**src/rtl/seq_divider_param.sv**
```systemverilog
// Multi-cycle restoring divider: one quotient bit per clock, optional signed mode with
// sign-magnitude correction, divide-by-zero and MIN/-1 overflow reporting.
module seq_divider_param #(
  parameter int WIDTH          = 8,
  parameter bit SIGNED_SUPPORT = 1'b1
) (
  input  logic             clk,
  input  logic             rst,
  input  logic             start,
  input  logic             sgn,
  input  logic [WIDTH-1:0] dividend,
  input  logic [WIDTH-1:0] divisor,
  output logic [WIDTH-1:0] quotient,
  output logic [WIDTH-1:0] remainder,
  output logic             busy,
  output logic             done,
  output logic             dbz,
  output logic             ovf
);

  localparam int CW = $clog2(WIDTH);
  localparam logic [WIDTH-1:0] MIN = {1'b1, {(WIDTH-1){1'b0}}};

  typedef enum logic [1:0] {IDLE, CALC, FIX, DONE} state_t;

  state_t           state, state_nx;
  logic [WIDTH-1:0] a_r, q_r, b_r;
  logic [CW-1:0]    cnt;
  logic             sd_r, sv_r, ovf_cand_r;

  logic             s_in, neg_dd, neg_dv;
  logic [WIDTH-1:0] dd_mag, dv_mag;
  logic [WIDTH:0]   t;

  assign s_in   = sgn & SIGNED_SUPPORT;
  assign neg_dd = s_in & dividend[WIDTH-1];
  assign neg_dv = s_in & divisor[WIDTH-1];
  assign dd_mag = neg_dd ? -dividend : dividend;
  assign dv_mag = neg_dv ? -divisor  : divisor;

  // Trial subtraction one bit wider than the operands; the MSB is the borrow.
  assign t = {a_r, q_r[WIDTH-1]} - {1'b0, b_r};

  assign busy = (state != IDLE);
  assign done = (state == DONE);

  always_comb begin
    state_nx = state;
    case (state)
      IDLE: if (start) state_nx = (divisor == '0) ? DONE : CALC;
      CALC: if (cnt == CW'(WIDTH-1)) state_nx = FIX;
      FIX:  state_nx = DONE;
      DONE: state_nx = IDLE;
      default: state_nx = IDLE;
    endcase
  end

  always_ff @(posedge clk) begin
    if (!rst) begin
      state      <= IDLE;
      a_r        <= '0;
      q_r        <= '0;
      b_r        <= '0;
      cnt        <= '0;
      sd_r       <= 1'b0;
      sv_r       <= 1'b0;
      ovf_cand_r <= 1'b0;
      quotient   <= '0;
      remainder  <= '0;
      dbz        <= 1'b0;
      ovf        <= 1'b0;
    end else begin
      state <= state_nx;
      case (state)
        IDLE: if (start) begin
          ovf        <= 1'b0;
          sd_r       <= neg_dd;
          sv_r       <= neg_dv;
          ovf_cand_r <= s_in & (dividend == MIN) & (divisor == '1);
          if (divisor == '0) begin
            dbz       <= 1'b1;
            quotient  <= '1;
            remainder <= dividend;
          end else begin
            dbz <= 1'b0;
            a_r <= '0;
            q_r <= dd_mag;
            b_r <= dv_mag;
            cnt <= '0;
          end
        end
        CALC: begin
          if (!t[WIDTH]) begin
            a_r <= t[WIDTH-1:0];
            q_r <= {q_r[WIDTH-2:0], 1'b1};
          end else begin
            a_r <= {a_r[WIDTH-2:0], q_r[WIDTH-1]};
            q_r <= {q_r[WIDTH-2:0], 1'b0};
          end
          cnt <= cnt + CW'(1);
        end
        FIX: begin
          if (ovf_cand_r) begin
            ovf       <= 1'b1;
            quotient  <= MIN;
            remainder <= '0;
          end else begin
            quotient  <= (sd_r ^ sv_r) ? -q_r : q_r;
            remainder <= sd_r ? -a_r : a_r;
          end
        end
        default: ;
      endcase
    end
  end

endmodule

```
**config.mk**
```make
export PLATFORM = sky130hd
export DESIGN_NAME = seq_divider_param
export DESIGN_NICKNAME = d
export VERILOG_FILES = /design/src/rtl/seq_divider_param.sv
export SDC_FILE = /design/constraint.sdc
export NUM_CORES = 1
export LEC_CHECK = 0
export BUFFER_PORTS_ARGS = -buffer_cell sky130_fd_sc_hd__buf_4
export CAP_MARGIN = 20
export CORE_MARGIN = 3
export CORE_UTILIZATION = 55
export CTS_CLUSTER_DIAMETER = 120
export DETAILED_ROUTE_END_ITERATION = 16
export PLACE_DENSITY = 0.73
export SLEW_MARGIN = 40
export SYNTH_ARGS = -nofsm -noshare
export SYNTH_HDL_FRONTEND = slang
export SYNTH_SLANG_ARGS = --single-unit
```
**constraint.sdc**
```tcl
create_clock -name clk -period 3.4 [get_ports clk]
set_input_delay 0.17 -clock clk [delete_from_list [all_inputs] [get_ports clk]]
set_output_delay 0.17 -clock clk [all_outputs]
set_load 0.005 [all_outputs]
```
---- Word level (Yosys, flattened, before mapping) ----
Cells that the tools add are included.
operators by class
  multiplexer cells ....................... 31
  reductions and logical operators ........ 11
  add/sub/neg operators ................... 6
  equal/unequal tests ..................... 11
  bitwise gates (word level) .............. 6
operator list
  cell                   number
  $mux W8                15
  $pmux W8 S2            4
  $neg A8 Y8             4
  $eq A8 B8 Y1 const B   2
  $reduce_and A3 Y1      4
  $ne A2 B2 Y1 const B   5
  $sub A9 B8 Y9          1
  $logic_not A8 Y1       1
  $pmux W2 S4            1
  $mux W2                3
  $mux W3                2
  $pmux W3 S2            1
  $reduce_bool A2 Y1     3
  $and A1 B1 Y1          4
  $eq A2 B2 Y1 const B   2
  $mux W1                4
  $reduce_and A2 Y1      2
  $add A3 B1 Y3 const B  1
  $eq A3 B3 Y1 const B   1
  $eq A2 B1 Y1 const B   1
  $logic_not A2 Y1       1
  $pmux W1 S2            1
  $not A1 Y1             1
  $xor A1 B1 Y1          1
storage, ports and cells
  flip-flop bits (word level) ............. 50

---- Longest topological paths before layout ----
Gate-level depths: netlist of the first run.
  depth in word-level cells ............... 5
  depth in mapped cells ................... 10
  depth with buffers taken out ............ 10

---- Worst setup path after synthesis of the first run ----
Ideal clock, no wire load.
  path type ............................... register -> register
  from .................................... register q_r[7]
  to ...................................... register a_r[0]
  slack ................................... 0.844 ns
  setup time .............................. 0.071 ns
  arrival ................................. 2.485 ns
  cell stages (with the launch flop) ...... 11
  data required time ...................... 3.329 ns
  clock period less this slack ............ 2.556 ns
  cell sequence ........................... dfxtp_1 inv_1 ha_1 inv_1 fa_1 a21o_1 a221oi_4 nor3b_2 a211oi_4 mux2_4 o21ai_1
on the way
  longest elaborated chain between the ends .. 3
RTL lines
  element                 RTL line  text
  from (decl)             27        logic [WIDTH-1:0] a_r, q_r, b_r;
  from (signal assigned)  87        q_r <= dd_mag;
  from (signal assigned)  95        q_r <= {q_r[WIDTH-2:0], 1'b1};
  from (signal assigned)  98        q_r <= {q_r[WIDTH-2:0], 1'b0};
  $sub A9 B8 Y9           42        assign t = {a_r, q_r[WIDTH-1]} - {1'b0, b_r};
  $mux W8 (*)             93        if (!t[WIDTH]) begin
  $pmux W8 S2 (*)         74        case (state)
  to (signal assigned)    94        a_r <= t[WIDTH-1:0];
  to (signal assigned)    97        a_r <= {a_r[WIDTH-2:0], q_r[WIDTH-1]};
  to (decl)               27
Mark *: on every way between the ends. The rest lies on a longest branch, timed or not.
A chain may end at the register's enable or synchronous reset.

---- Worst setup path in the final report of the first run ----
Ends and elaborated chain as after synthesis.

==> results_dict.tcl, run 1 <==
set metrics [dict create \
    ys_top_cells_by_area "dfxtp_1 31%, ha_1 7.9%, o211a_1 6.6%" \
    fmax_ghz 0.361 \
    io_buffers 39 \
    ctsResizeCount 0 \
    setup_tns_ps 0 \
    post-place-ws_ps 652 \
    peakVddDrop_uv 453 \
    io_pins 40 \
    tightestPinTransition_ps 673 \
    overflow 0 \
    finalPower_mw 2.73 \
    cts_hold_buf 0 \
    cts.sinks 50 \
    nNetsFinal 466 \
    grt_usage_pct 23.5 \
    synth_top_area_share_pct 31.4 \
    seq_area_sq_mm 0.00100 \
    grt_pass1_vias 2601 \
    pwr-share-comb_pct 55.3 \
    cts_root_buf "clkbuf_8" \
    syn_area_per_cell_sq_um 8.11 \
    whs_ps 175 \
    clockBufferDepth 2 \
    final_cell_area_sq_mm 0.00361 \
    grt_pass1_wl_um 12400 \
    postRouteAntennaNets 0 \
    seqPwrFrac_pct 31.8 \
    cts_tree "yes" \
    skew_ps 8.34 \
    htree_num_levels 2 \
    diodes 0 \
    drive_above_1_share_pct 13.4 \
    wl_per_cell_um 15.2 \
    p_leak_nw 1.67 \
    rsz0062_at_grt "false" \
    area_growth_pct 13.5 \
    fin_crit_ps 2770 \
    path_clk_slew_ps 90 \
    postCtsSetupBuffers 0 \
    reg2reg_depth 10 \
    setup_viol 0 \
    vias 2895 \
    clk_latency_ps 310 \
    crit_arrival_ps 3010 \
    via_per_inst 5.81 \
    crit_type "flop to flop" \
    slew_violations 0 \
    layout_setup_ws_ps 628 \
    crit_path_start_kind "flop" \
    intPower_mw 1.54 \
    fillCellCount 518 \
    async_flop_share_pct 0 \
    p_switching_mw 1.19 \
    antenna_found_initial 0 \
    gp_congestion 0.905 \
    ys_types 44 \
    dr.pass1.iters 5 \
    start_util_pct 57.5 \
    first_iter_violations 207 \
    p_sw_share_pct 43.6 \
    dp_hpwl_um 5820 \
    ys_seq_elements 50 \
    cp_data_required_time_ps 3630 \
    hp-class "input pin to flop" \
    die_area_sq_mm 0.00674 \
    fp.dieH_um 82.1 \
    die_w_um 82.1 \
    synth_edf_count 0 \
    cp_max_fo 10 \
    grt_max_degree 44 \
    rows 27 \
    finalWirelength_um 7590 \
    dpl_cell_area_sq_mm 0.00352 \
    synth_cells 393 \
    multi_input_area_sq_mm 0.00201 \
    netlist_area_sq_mm 0.00319 \
    syn_nets 434 \
    cts_buffers 5 \
    fin_crit_sh_pct 81.5 \
    drc 0 \
    min_path_cells 3 \
    crit_path_end_kind "flop" \
    yosys_warnings 0 \
    synth_top_flop_cell "dfxtp_1" \
    hold_viol_final 0 \
    yosysTopAreaCell "dfxtp_1" \
    outcome "finished, final reports clean" \
    ys_seq_area_share_pct 31.4 \
    power_density_mw_per_mm2 754 \
    drv_cap 0 \
    design.core.area_sq_mm 0.00554 \
    slew_headroom_pct 55.1 \
    pwr-share-clk_pct 13.0 \
]
[critical path, stage by stage, from the launching register on]
cell	delay, ps
dfxtp_1	340
inv_1	80
ha_1	160
inv_1	50
fa_1	400
a21o_1	210
a221oi_4	340
nor3b_2	110
a211oi_4	550
mux2_4	340
o21ai_1	100
[metal layers]
metal / track usage (%) / up-vias / wire length, um
li1: - / 1447 / -
met1: 31.5 / 1346 / 3500
met2: 39.8 / 94 / 3610
met3: 3.69 / 8 / 407
met4: 5.15 / 0 / 72
met5: 0 / - / 0
[cell usage in the layout (no fill, tap or decap), types with 12 or more instances in the layout]
| master | count |
|---|---|
| dfxtp_1 | 50 |
| xnor2_1 | 22 |
| ha_1 | 20 |
| nand2_1 | 51 |
| inv_1 | 30 |
| o21ai_0 | 30 |
| buf_4 | 41 |
| o211a_1 | 21 |
| a21oi_1 | 15 |
| nor2_1 | 27 |
| mux2i_1 | 12 |
[Yosys cell counts, types with 2 or more instances]
library cell	number
nand4b_1	2
nor3_1	7
nor2b_1	7
o21a_1	2
xor2_1	4
a211oi_1	2
nand4_1	2
nand3_1	10
a31oi_1	6
ha_1	20
o31ai_1	3
nor4_1	4
o21ai_1	8
dfxtp_1	50
a21boi_0	10
o221ai_1	5
or3_1	3
a21oi_1	15
nor2_1	28
o211a_1	21
clkbuf_1	14
mux2i_1	12
xnor2_1	22
nand2_1	51
o21ai_0	30
and2_1	2
a21o_1	3
nor3b_1	3
inv_1	30
and3_1	3
[state kept, by name, summed over array words and instances (netlist names)]
signal and count:
a_r 8, b_r 8, q_r 8, quotient 8
remainder 8, cnt 3, state 2, dbz 1
ovf 1, ovf_cand_r 1, sd_r 1, sv_r 1
[area by class of cell]
| class | instances | area share (%) |
|---|---|---|
| well taps | 72 | 2.49 |
| repair buffers | 41 | 8.52 |
| clock inverters | 3 | 0.588 |
| clock buffers | 5 | 1.90 |
| multi-input cells | 297 | 55.7 |
| inverters | 30 | 3.12 |
| flip-flops and latches | 50 | 27.7 |
[power by group through the flow]
stage                     clock network (mW)  registers, mW  logic [mW]
after floorplan                            0          0.837        1.14
after CTS                              0.361          0.863        1.50
after global placement                     0          0.870        1.46
after global routing                   0.386          0.884        1.69
final                                  0.353          0.866        1.51
after detailed placement                   0          0.877        1.50
[per-stage QoR]
step,instances,util [%]
floorplan,393,-
global route,498,65.2
CTS,498,65.1
global placement,490,63.5
finish,498,65.2
detailed placement,490,63.5
[cell families after synthesis]
logic type / Yosys count / share of synthesized area, %
simple gates: 126 / 18.4
compound gates: 111 / 24.7
fa+ha+maj: 21 / 8.48
buf+inv: 46 / 5.58
flops: 50 / 31.4
xor+xnor: 26 / 7.15
mux: 13 / 4.24
[path summary, 6_finish.rpt]
path / from / to / slack [ps]
min reg2reg: cnt[2] / cnt[2] / 480
max: q_r[7] / a_r[0] / 630
min: divisor[7] / b_r[7] / 170
max reg2reg: q_r[7] / a_r[0] / 630
Note: power is estimated with default switching activity, not from simulation.
==> inputs of run 2 (changes only) <==
--- a/config.mk
+++ b/config.mk
@@ -8,10 +8,10 @@
 export BUFFER_PORTS_ARGS = -buffer_cell sky130_fd_sc_hd__buf_4
 export CAP_MARGIN = 20
 export CORE_MARGIN = 3
-export CORE_UTILIZATION = 55
+export CORE_UTILIZATION = 53
 export CTS_CLUSTER_DIAMETER = 120
 export DETAILED_ROUTE_END_ITERATION = 16
-export PLACE_DENSITY = 0.73
+export PLACE_DENSITY = 0.74
 export SLEW_MARGIN = 40
 export SYNTH_ARGS = -nofsm -noshare
 export SYNTH_HDL_FRONTEND = slang
==> constraint.sdc (replaced) <==
create_clock -name clk -period 2.4 [get_ports clk]
set_input_delay 0.12 -clock clk [delete_from_list [all_inputs] [get_ports clk]]
set_output_delay 0.12 -clock clk [all_outputs]
set_load 0.005 [all_outputs]
==> run 2 against run 1 <==
  * Die area up 3.5%
  * Non-clock buffer count up 15
  * Cell count up 3.0%
  * Clock power increased by 52%
  * Sequential cell count is the same
  * Global-route usage fell by 0.30 points
  * Critical path depth increased by 1
  * Total power is 52% higher
  * Clock skew hardly changed
  * Critical path type unchanged
==> results_dict.tcl, run 2 (synthesized netlist as in run 1, its figures left out) <==
set metrics [dict create \
    cts_root_buf "clkbuf_8" \
    grt_pass1_wl_um 13300 \
    drv_cap 0 \
    multi_input_area_sq_mm 0.00202 \
    power_density_mw_per_mm2 1110 \
    crit_path_start_kind "flop" \
    drc 0 \
    cts_hold_buf 0 \
    critPathMaxStageDelay_ps 360 \
    first_iter_violations 191 \
    hold_viol_final 0 \
    cts_buffers 5 \
    path_clk_slew_ps 90 \
    fillCellCount 512 \
    crit_top_cell "inv_2" \
    die_w_um 83.5 \
    instances_no_fill 513 \
    hp-class "input pin to flop" \
    peakVddDrop_uv 600 \
    final_common_cell "buf_4" \
    nNetsFinal 481 \
    finalWirelength_um 8020 \
    setup_viol 0 \
    clockBufferDepth 2 \
    final_cell_area_sq_mm 0.00375 \
    crit_path_end_kind "flop" \
    outcome "finished, final reports clean" \
    design.core.area_sq_mm 0.00568 \
    antenna_found_initial 0 \
    slew_headroom_pct 56.5 \
    grt_pass1_vias 2741 \
    skew_ps 8.33 \
    crit_chain "inv_2, ha_4, inv_2, fa_2, a21o_1, a221oi_4, nor3b_2, a211oi_4, buf_4, mux2_4, o21ai_1" \
    fin_crit_sh_pct 98.0 \
    setup_tns_ps 0 \
    htree_num_levels 2 \
    slew_violations 0 \
    seq_area_sq_mm 0.00100 \
    post-place-ws_ps 13.0 \
    io_buffers 39 \
    overflow 0 \
    dp_cells 503 \
    io_pins 40 \
    dpl_cell_area_sq_mm 0.00363 \
    crit_type "flop to flop" \
    whs_ps 117 \
    gp_congestion 0.978 \
    via_per_inst 5.77 \
    dr.pass1.iters 5 \
    start_util_pct 56.1 \
    fmax_ghz 0.425 \
    die_area_sq_mm 0.00698 \
    postRouteAntennaNets 0 \
    rsz0062_at_grt "true" \
    vias 2959 \
    slowest_stage "fa_2" \
    clk_latency_ps 310 \
    final_cell_mix "55 x buf_4, 51 x nand2_1, 48 x dfxtp_1" \
    rows 27 \
    fin_crit_ps 2350 \
    fp.dieH_um 83.5 \
    diodes 0 \
    wl_per_cell_um 15.6 \
    p_leak_nw 1.75 \
    cts_tree "yes" \
    layout_setup_ws_ps 46.9 \
    tightestPinTransition_ps 648 \
    area_growth_pct 17.8 \
    cp_max_fo 2 \
    finalPower_mw 4.15 \
    grt_usage_pct 23.2 \
    final_util_pct 66.1 \
    cts.sinks 50 \
    cp_data_required_time_ps 2640 \
    dp_hpwl_um 6150 \
    grt_max_degree 44 \
    drive_above_1_share_pct 17.5 \
    crit_arrival_ps 2590 \
]
## run 2: cell types whose count changed in the layout (fill, tap and decap cells not counted), sizes merged
| cell | before | now |
|---|---|---|
| clkbuf | 5 | 6 |
| inv | 30 | 31 |
| buf | 41 | 56 |
| clkinv | 2 | 0 |
## run 2: final timing paths
check | to | slack (ps) | cells past startpoint | start
worst min-delay path | b_r[7] | 120 | 3 | divisor[7]
worst min register to register | cnt[1] | 480 | 2 | cnt[1]
worst max-delay path | a_r[0] | 50 | 11 | q_r[7]
worst max register to register | a_r[0] | 50 | 11 | q_r[7]
## run 2: what timing repair did
item,CTS,global route
endpoints found under the setup margin,1,9
gates resized for setup,1,2
pin swaps,0,4
setup buffers,0,2
## run 2: per-layer routing
metal	track usage (%)	up-vias	wire, um
li1	-	1475	-
met1	31.8	1375	3730
met2	38.9	97	3710
met3	3.75	12	488
met4	4.39	0	87
met5	0	-	0
## run 2: critical path: cells and delay by family, from the launching register on
kind,cells,cell delay [ps]
adders and majority gates,2,490
AOI/OAI and AO/OA,4,810
and+or+nand+nor,1,90
buffers and inverters,3,280
muxes,1,290
DFF,1,330
## run 2: final cells by class
class | instances | area share [%]
multi-input combinational | 297 | 53.9
clock buffer | 6 | 2.20
tap | 72 | 2.40
clock inverter | 2 | 0.433
inverter | 30 | 3.00
timing repair buffer | 56 | 11.3
sequential | 50 | 26.7
## run 2: power by group
part           internal [mW]  leakage (nW)  switching [mW]  total [mW]
logic                   1.13          1.30            1.28        2.41
clock network          0.238        0.0478           0.299       0.536
registers               1.03         0.408           0.177        1.21
==> inputs of run 3 (changes only) <==
--- a/config.mk
+++ b/config.mk
@@ -8,10 +8,11 @@
 export BUFFER_PORTS_ARGS = -buffer_cell sky130_fd_sc_hd__buf_4
 export CAP_MARGIN = 20
 export CORE_MARGIN = 3
-export CORE_UTILIZATION = 53
+export CORE_UTILIZATION = 55
 export CTS_CLUSTER_DIAMETER = 120
 export DETAILED_ROUTE_END_ITERATION = 16
-export PLACE_DENSITY = 0.74
+export PLACE_DENSITY = 0.73
+export REMOVE_ABC_BUFFERS = 1
 export SLEW_MARGIN = 40
 export SYNTH_ARGS = -nofsm -noshare
 export SYNTH_HDL_FRONTEND = slang
==> constraint.sdc (replaced) <==
create_clock -name clk -period 2.3 [get_ports clk]
set_input_delay 0.115 -clock clk [delete_from_list [all_inputs] [get_ports clk]]
set_output_delay 0.115 -clock clk [all_outputs]
set_load 0.005 [all_outputs]
==> run 3 against run 2 <==
  * Global-route usage rose by 2.1 points
  * Clock-buffer cell count rose by 1
  * Sequential power rose by 3%
  * Largest power group unchanged
  * Critical endpoint unchanged
  * Sequential share of layout area fell by 0.51 points
  * Cell count rose by 1.6%
  * Critical path depth did not move
  * Hold slack got worse by 1.8 ps
  * Largest cell class unchanged
  * First-iteration DRC count rose by 18%
  * Combinational power rose by 6%
  * Sequential cell count did not move
  * Utilization rose by 2.9 points
==> results_dict.tcl, run 3 (synthesized netlist as in run 1, its figures left out) <==
set metrics [dict create \
    htree_num_levels 2 \
    final_cell_mix "64 x buf_4, 51 x nand2_1, 48 x dfxtp_1" \
    dp_cells 511 \
    first_iter_violations 225 \
    slowest_stage "dfxtp_2" \
    slew_headroom_pct 58.1 \
    overflow 0 \
    area_growth_pct 20.1 \
    slew_violations 0 \
    p_leak_nw 1.80 \
    rsz0062_at_grt "true" \
    p_switching_mw 1.84 \
    critPathMaxStageDelay_ps 330 \
    vias 2988 \
    cts_hold_buf 0 \
    post-place-ws_ps -79.0 \
    via_per_inst 5.74 \
    finalPower_mw 4.44 \
    hp-class "input pin to flop" \
    tightestPinTransition_ps 624 \
    peakVddDrop_uv 744 \
    dr.pass1.iters 4 \
    grt_max_degree 36 \
    crit_start "q_r[7]" \
    die_area_sq_mm 0.00674 \
    grt_use_met1_pct 33.4 \
    io_pins 40 \
    p_sw_share_pct 41.4 \
    hp-start "rst" \
    layout_setup_ws_ps 37.8 \
    diodes 0 \
    grt_pass1_vias 2795 \
    fp.dieH_um 82.1 \
    use_met3_pct 4.23 \
    nNetsFinal 489 \
    crit_chain "inv_2, ha_4, inv_1, fa_2, a21o_1, a221oi_4, nor3b_2, a211oi_4, buf_4, mux2_4, o21ai_2" \
    crit_type "flop to flop" \
    intPower_mw 2.60 \
    cts_buffers 5 \
    setup_viol 0 \
    met2_usage_pct 42.6 \
    fmax_ghz 0.442 \
    crit_path_start_kind "flop" \
    cts.sinks 50 \
    final_util_pct 69.1 \
    grt_usage_pct 25.3 \
    crit_family "compound AO/OA/AOI/OAI gates" \
    die_w_um 82.1 \
    critPathBufInv 3 \
    outcome "finished, final reports clean" \
    crit_path_end_kind "flop" \
    grt_pass1_wl_um 13200 \
    cts_root_buf "clkbuf_8" \
    antenna_found_initial 0 \
    drive_above_1_share_pct 18.7 \
    path_clk_slew_ps 90 \
    instances_no_fill 521 \
    final_common_cell "buf_4" \
    clockBufferDepth 2 \
    rows 27 \
    pwr-share-comb_pct 57.8 \
    wl_per_cell_um 15.6 \
    top_usage_layer "met2" \
    hold_viol_final 0 \
    r2r_start "q_r[7]" \
    io_buffers 39 \
    fin_crit_sh_pct 98.4 \
    postRouteAntennaNets 0 \
    skew_ps 5.26 \
    cts_tree "yes" \
    drv_cap 0 \
    cp_max_fo 3 \
    finalWirelength_um 8130 \
    clk_latency_ps 300 \
    seqPwrFrac_pct 28.2 \
    setup_tns_ps 0 \
    power_density_mw_per_mm2 1160 \
    design.core.area_sq_mm 0.00554 \
    start_util_pct 57.5 \
    fin_crit_ps 2260 \
    dp_hpwl_um 6140 \
    crit_arrival_ps 2500 \
    cp_data_required_time_ps 2540 \
    drc 0 \
    pwr-share-clk_pct 14.0 \
    gp_congestion 0.902 \
]
## run 3: changes by cell type in the layout (fill, tap and decap cells not counted)
cell / before / now
a211oi_1: 2 / 1
buf_6: 1 / 0
bufinv_16: 0 / 1
inv_1: 28 / 29
clkbuf_1: 0 / 2
inv_6: 1 / 0
a211oi_2: 0 / 1
clkbuf_8: 6 / 5
clkinvlp_4: 1 / 0
buf_4: 55 / 64
inv_2: 2 / 1
o21ai_1: 8 / 7
o21ai_2: 0 / 1
## run 3: what timing repair did
action | 4_1_cts | 5_1_grt
resized for setup | 7 | 1
endpoints found under the hold margin | 0 | 0
pin swaps | 5 | 2
setup buffers | 1 | 1
endpoints found under the setup margin | 9 | 9
## run 3: layout make-up
cell class,count,area (sq um)
Multi-Input combinational cell,297,2030
Fill cell,484,1710
Clock inverter,1,30.0
Tap cell,72,90.1
Timing Repair Buffer,64,480
Clock buffer,7,76.3
Sequential cell,50,1000
Inverter,30,113
## run 3: per-layer routing
| layer | vias up | share of wire (%) |
|---|---|---|
| met5 | - | 0 |
| met4 | 0 | 1.8 |
| met3 | 15 | 6.6 |
| met2 | 94 | 47 |
| met1 | 1386 | 45 |
| li1 | 1493 | - |
## run 3: path summary, 6_finish.rpt
check,end,slack [ps],cells past startpoint
worst min register to register,cnt[2],470,2
worst max register to register,a_r[0],40,11
worst max-delay path,a_r[0],40,11
worst min-delay path,state[1],120,2
## run 3: metrics by stage
stage                     instance area, sq um  hold slack [ps]
after floorplan                           3120              237
after global placement                    3680              419
after detailed placement                  3680              432
after CTS                                 3810              110
after global routing                      3830              112
final                                     3830              115
## run 3: power groups by stage
| stage | Clock [mW] | Combinational [mW] | Sequential [mW] |
|---|---|---|---|
| 3_5_place_dp | 0 | 2.46 | 1.27 |
| 6_report | 0.622 | 2.56 | 1.25 |
| 5_1_grt | 0.665 | 2.81 | 1.28 |
| 2_1_floorplan | 0 | 1.64 | 1.25 |
| 4_1_cts | 0.632 | 2.52 | 1.25 |
| 3_3_place_gp | 0 | 2.39 | 1.25 |
